**src/rtl/decoder_pkg.sv**
```systemverilog
// Shared decode configuration: instruction geometry, field positions and the opcode map.
`ifndef DECODER_PKG_SV
`define DECODER_PKG_SV
`define WORD 32

package decoder_pkg;

  localparam int unsigned CFG_WORD_W = `WORD;
  localparam int unsigned CFG_OPC_W  = 6;
  localparam int unsigned CFG_REG_W  = 5;

  localparam int unsigned OPC_LSB = 26;
  localparam int unsigned RD_LSB  = 21;
  localparam int unsigned RS_LSB  = 16;

  localparam logic [5:0] OP_NOP       = 6'h00;
  localparam logic [5:0] OP_ADD       = 6'h01;
  localparam logic [5:0] OP_INT_LAST  = 6'h1F;
  localparam logic [5:0] OP_FADD      = 6'h20;
  localparam logic [5:0] OP_FALU_LAST = 6'h2E;
  localparam logic [5:0] OP_FCMP      = 6'h2F;
  localparam logic [5:0] OP_LOAD      = 6'h30;
  localparam logic [5:0] OP_STORE     = 6'h31;
  localparam logic [5:0] OP_FLOAD     = 6'h32;
  localparam logic [5:0] OP_FSTORE    = 6'h33;
  localparam logic [5:0] OP_BR_FIRST  = 6'h38;
  localparam logic [5:0] OP_BR_LAST   = 6'h3B;
  localparam logic [5:0] OP_JAL       = 6'h3C;

  // Illegal opcode list: two contiguous holes in the map.
  localparam logic [5:0] ILL_A_FIRST = 6'h34;
  localparam logic [5:0] ILL_A_LAST  = 6'h37;
  localparam logic [5:0] ILL_B_FIRST = 6'h3D;

  typedef struct packed {
    logic legal;
    logic isfloat;
    logic iswrite;
  } dec_attr_t;

  function automatic logic is_illegal_opc(input logic [5:0] op);
    return ((op >= ILL_A_FIRST) && (op <= ILL_A_LAST)) || (op >= ILL_B_FIRST);
  endfunction

endpackage

`endif

```
**src/rtl/decoder_table.sv**
```systemverilog
// Combinational opcode classifier: opcode -> {legal, isfloat, iswrite}.
module decoder_table
  import decoder_pkg::*;
#(
  parameter int unsigned OPC_W = CFG_OPC_W
) (
  input  logic [OPC_W-1:0] i_opc,
  output dec_attr_t        o_attr_c
);

  always_comb begin
    o_attr_c.legal   = ~is_illegal_opc(6'(i_opc));
    o_attr_c.isfloat = 1'b0;
    o_attr_c.iswrite = 1'b0;
    if (i_opc == OPC_W'(OP_NOP)) begin
      o_attr_c.iswrite = 1'b0;
    end else if (i_opc <= OPC_W'(OP_INT_LAST)) begin
      o_attr_c.iswrite = 1'b1;
    end else if (i_opc <= OPC_W'(OP_FALU_LAST)) begin
      o_attr_c.isfloat = 1'b1;
      o_attr_c.iswrite = 1'b1;
    end else if (i_opc == OPC_W'(OP_FCMP)) begin
      o_attr_c.isfloat = 1'b1;
    end else if (i_opc == OPC_W'(OP_LOAD)) begin
      o_attr_c.iswrite = 1'b1;
    end else if (i_opc == OPC_W'(OP_FLOAD)) begin
      o_attr_c.isfloat = 1'b1;
      o_attr_c.iswrite = 1'b1;
    end else if (i_opc == OPC_W'(OP_FSTORE)) begin
      o_attr_c.isfloat = 1'b1;
    end else if (i_opc == OPC_W'(OP_JAL)) begin
      o_attr_c.iswrite = 1'b1;
    end
    // STORE and branches keep the all-zero attributes.
  end

endmodule

```
**src/rtl/decoder.sv**
```systemverilog
// Instruction decoder: field extraction, integer-r0 write suppression and output registers.
module decoder
  import decoder_pkg::*;
#(
  parameter int unsigned WORD_W = CFG_WORD_W,
  parameter int unsigned OPC_W  = CFG_OPC_W,
  parameter int unsigned REG_W  = CFG_REG_W
) (
  input  logic              clk,
  input  logic              rst,
  input  logic [WORD_W-1:0] inst,
  output logic [OPC_W-1:0]  opc,
  output logic [REG_W-1:0]  rd,
  output logic [REG_W-1:0]  rs,
  output logic              isfloat,
  output logic              iswrite
);

  logic [OPC_W-1:0] w_opc;
  logic [REG_W-1:0] w_rd;
  logic [REG_W-1:0] w_rs;
  logic             w_iswrite;
  logic             w_unused;
  dec_attr_t        w_attr;

  logic [OPC_W-1:0] r_opc;
  logic [REG_W-1:0] r_rd;
  logic [REG_W-1:0] r_rs;
  logic             r_isfloat;
  logic             r_iswrite;

  assign w_opc    = inst[OPC_LSB +: OPC_W];
  assign w_rd     = inst[RD_LSB +: REG_W];
  assign w_rs     = inst[RS_LSB +: REG_W];
  assign w_unused = ^inst[RS_LSB-1:0];

  decoder_table #(
    .OPC_W (OPC_W)
  ) u_table (
    .i_opc    (w_opc),
    .o_attr_c (w_attr)
  );

  // Integer r0 is hardwired to zero, so writes to it are dropped; f0 is an ordinary register.
  assign w_iswrite = w_attr.iswrite & (w_attr.isfloat | (w_rd != '0));

  always_ff @(posedge clk or negedge rst) begin
    if (!rst) begin
      r_opc     <= '0;
      r_rd      <= '0;
      r_rs      <= '0;
      r_isfloat <= 1'b0;
      r_iswrite <= 1'b0;
    end else if (!w_attr.legal) begin
      r_opc     <= '0;
      r_rd      <= '0;
      r_rs      <= '0;
      r_isfloat <= 1'b0;
      r_iswrite <= 1'b0;
    end else begin
      r_opc     <= w_opc;
      r_rd      <= w_rd;
      r_rs      <= w_rs;
      r_isfloat <= w_attr.isfloat;
      r_iswrite <= w_iswrite;
    end
  end

  assign opc     = r_opc;
  assign rd      = r_rd;
  assign rs      = r_rs;
  assign isfloat = r_isfloat;
  assign iswrite = r_iswrite;

endmodule

```
**config.mk**
```make
export PLATFORM = sky130hd
export DESIGN_NAME = decoder
export DESIGN_NICKNAME = d
export VERILOG_FILES = /design/src/rtl/decoder_pkg.sv /design/src/rtl/decoder_table.sv /design/src/rtl/decoder.sv
export SDC_FILE = /design/constraint.sdc
export NUM_CORES = 1
export LEC_CHECK = 0
export ABC_AREA = 1
export BUFFER_PORTS_ARGS = -buffer_cell sky130_fd_sc_hd__buf_2
export CAP_MARGIN = 40
export CORE_UTILIZATION = 39
export CTS_CLUSTER_DIAMETER = 120
export CTS_CLUSTER_SIZE = 14
export DETAILED_ROUTE_END_ITERATION = 7
export PLACE_DENSITY = 0.77
export SYNTH_ARGS = -nofsm -noshare
export SYNTH_HDL_FRONTEND = slang
export SYNTH_SLANG_ARGS = --single-unit
```
**constraint.sdc**
```tcl
create_clock -name clk -period 0.8 [get_ports clk]
set_input_delay 0.04 -clock clk [delete_from_list [all_inputs] [get_ports clk]]
set_output_delay 0.04 -clock clk [all_outputs]
set_load 0.005 [all_outputs]
```
* Word-level counts from Yosys, hierarchy flattened
Index checks and enable logic that the tools add are counted.
Storage, ports and cells: register bits 18, bits of input ports 34, output and inout port bits 18, word-level logic and storage cells 39
Operators by class: magnitude comparators 5, eq/ne operators 5, multiplexer cells 18, bitwise gates (word level) 2, reduce and logical (&&, ||, !) cells 4
Operator list (count):
- $eq 6x6->1 const B | 5
- $mux 1 | 13
- $ge 6x6->1 const B | 2
- $le 6x6->1 const B | 2
- $mux 5 | 2
- $le 6x5->1 const B | 1
- $logic_not 6->1 | 1
- $mux 6 | 1
- $reduce_bool 5->1 | 1
- $mux 2 | 2
- $and 1x1->1 | 1
- $logic_and 1x1->1 | 1
- $logic_or 1x1->1 | 1
- $or 1x1->1 | 1

* Depth between registers and ports, before layout
depth after elaboration 12, gate-level depth with buffers 7, mapped depth without buffers 7

* Hierarchy
From an unflattened synthesis, not the netlist that was laid out.
Second synthesis, totals: cells, all modules 84, area, all modules 738.2 um2
By module, submodules not included:
- decoder | times used 1, cells an instance 62, area an instance 643.1 um2, sequential area each 450.4 um2
- decoder_table | times used 1, cells an instance 22, area an instance 95.1 um2, sequential area each 0.0 um2

* Worst setup path before layout
No wires, ideal clock.
kind input port to flip-flop, from in inst[28], to reg r_opc[4], in the netlist opc[4], data arrival time 663 ps, required time 684 ps, path slack 21 ps, stages on the path 5, path buffers 1, cell sequence inv_1 > nor2_1 > a21boi_4 > buf_8 > nor2_2
Between the ends: cells in the longest elaborated chain, start to end 4
RTL lines:
- start: declaration | line decoder.sv:11 | input logic [WORD_W-1:0] inst,
- $ge 6x6->1 / $le 6x6->1 (equally long branches) | line decoder_pkg.sv:42 | return ((op >= ILL_A_FIRST) && (op <= ILL_A_LAST)) || (op >= ILL_B_FIRST);
- $logic_and 1x1->1 | line decoder_pkg.sv:42
- $logic_or 1x1->1 * | line decoder_pkg.sv:42
- $mux 6 * | line decoder.sv:54 | end else if (!w_attr.legal) begin
- end signal: assignment | line decoder.sv:61 | r_opc <= w_opc;
- end: declaration | line decoder.sv:26 | logic [OPC_W-1:0] r_opc;
Every way passes the cells marked *; elsewhere a longest branch is shown, timed or not.

* Worst setup path after layout
from reg r_rd[2], in the netlist rd[2], to out rd[2]
RTL lines:
- start: declaration | line decoder.sv:27 | logic [REG_W-1:0] r_rd;
- start signal: assignment | line decoder.sv:62 | r_rd <= w_rd;
- end: declaration | line decoder.sv:13 | output logic [REG_W-1:0] rd,
No word-level cell between the ends.

==> flow_summary.yaml <==
run_status:
  status: "finished with violations"
  violations: "setup timing"
final_layout:
  fin_cells: 160
  insertedDiodeCount: 0
  multi_input_area_um2: 203.9
  nFillCells: 147
  design_area_um2: 1144
  nets: 170
  drive_gt1_share_pct: 42.96
  syn2layout_area_growth_pct: 55.97
  post-route-util_pct: 65.52
  seq_area_um2: 450.4
global_routing:
  antenna_found_initial: 0
  grt_max_degree: 19
  grt_pass1_wl_mm: 2.463
  grt_pass1_vias: 642
  grt_use_total_pct: 17.23
  grt.overflow.total: 0
clocking:
  h-tree-depth: 1
  cts_tree: "done"
  postCtsResizedCells: 0
  cts.sinks: 18
  max-clock-path-buffers: 2
  cts_buffers: 3
  clkTransAtPathRegs_ps: 90
  root_buffer: "clkbuf_4"
route:
  wl_per_cell_um: 9.388
  postRouteAntennaNets: 0
  drc: 0
  viasPerCell: 4.144
  drt_iter0_drc: 7
  drt_wl_total_mm: 1.502
  first_pass_iters: 2
  vias: 663
sta:
  max_freq_ghz: 1.206
  relSlewSlack_pct: 74.91
  whs_ps: 24.87
  rsz0062_at_grt: "yes"
  maxSlewViolCount: 0
  post-route-min-period_ps: 829.1
  fin_crit_sh_pct: 103.6
  finalWorstSetupSlack_ps: -29.05
  finalSetupViolCount: 18
  tightest_slew_ps: 376.3
  tns_ps: -236.5
  hold_violations: 0
placed_design:
  io_buffers: 35
  place_congestion: 0.7517
  post_dp_cell_area_um2: 997.2
  numPlacedInstances: 145
  hpwlAfterDp_um: 985.1
  dpl_worst_slack_ps: -104.6
logic_synthesis:
  syn_inst: 78
  syn-mean-instance-area_um2: 9.400
  synth_seq_area_share_pct: 61.43
  ys_ff_latch: 18
  syn-num-nets: 112
  yosysWarnings: 0
  syn_area_um2: 733.2
  synth.distinct_cells: 9
min_path:
  hold_class: "input port to register"
  hold_depth: 3
  hp-start: "inst[29]"
  min_to: "opc[3]"
floorplanning:
  core_area_um2: 1745
  dieArea_um2: 2058
  die_h_um: 45.36
  ioPinCount: 52
  start_util_pct: 42.01
  chipWidth_um: 45.36
  num_rows: 15
setup_path:
  cp.required_ps: 760
  slowest_stage: "dfrtp_1"
  max_stage_delay_ps: 380
  cp_data_arrival_time_ps: 790
  cp_top_family: "flip-flops"
  path_max_fanout: 1
  startpoint_type: "register"
  critPathBufInv: 1
  crit_path_end_kind: "output port"
  path_class: "register to output port"
  cp_cell_sequence: "buf_2"
power:
  powerDensity_nw_per_um2: 1602
  power_mw: 1.832
  ir_drop_mv: 0.7513
  power.leakage_nw: 0.6435
job:
  maxCapViolCount: 0
-- repair_timing --
item / 4_1_cts / 5_1_grt
endpoints found under the hold margin: 28 / 0
gates cloned: 0 / 0
buffers inserted: 0 / 0
setup endpoints to repair: 18 / 18
hold buffers: 11 / 0
-- synth_stat cells (all sizes together) --
cell type / number / area, um^2
nand2: 13 / 48.80
a21boi: 1 / 18.77
nand4: 1 / 6.260
buf: 1 / 15.01
nand3: 3 / 15.01
dfrtp: 18 / 450.4
inv: 17 / 63.81
nor2: 24 / 115.1
-- logic make-up (layout without fill, tap and decap cells) --
group                  Yosys count  after routing  synth area share [%]
buffers and inverters           18             75                 10.75
flip-flops                      18             18                 61.43
AND/OR/NAND/NOR                 41             41                 25.26
AO/OA/AOI/OAI                    1              1                 2.560
-- power by group --
part	switching, mW	internal [mW]
clock	0.258	0.277
combinational	0.147	0.170
sequential	0.0128	0.966
-- sequential cells by signal, summed over array words and instances (netlist names) --
signal	cells
iswrite	1
opc	6
isfloat	1
rs	5
rd	5
-- worst max-delay path by stage --
stage                     endpoint  cells past startpoint  slack, ps  startpoint
after global placement     iswrite                      6        -50    inst[26]
after detailed placement     rd[0]                      6       -100    inst[28]
after floorplan             opc[4]                      5         20    inst[28]
after CTS                   opc[0]                      1        -40      opc[0]
final                        rd[2]                      1        -30       rd[2]
after global routing         rd[4]                      1        -70       rd[4]
-- metal layers --
| metal | vias up | GRT usage (%) | share of wire [%] |
|---|---|---|---|
| li1 | 338 | - | - |
| met1 | 289 | 16.45 | 39 |
| met2 | 30 | 32.46 | 53 |
| met3 | 6 | 2.400 | 5.4 |
| met4 | 0 | 13.33 | 2.8 |
| met5 | - | 0 | 0 |
-- layout make-up --
cell class	count	area share [%]
clock buffer	4	3.173
inverter	17	5.580
multi-input combinational	42	17.83
sequential	18	39.39
tap	25	2.735
timing repair buffer	54	31.29
-- tightest hold or removal path, delay by kind of cell --
kind | cells | cell delay, ps
and+or+nand+nor | 1 | 40
buffers and inverters | 2 | 210
-- placed cells by master (no fill, tap or decap) --
cell type,count
buf_2,35
dfrtp_1,18
inv_1,17
nor2_1,14
nand2_1,13
dlygate4sd3_1,11
nor2_2,10
buf_4,7
nand3_1,3
clkbuf_4,3
a21boi_4,1
nand4_1,1
clkbuf_8,1
buf_12,1
(Power assumes the default switching activity.)
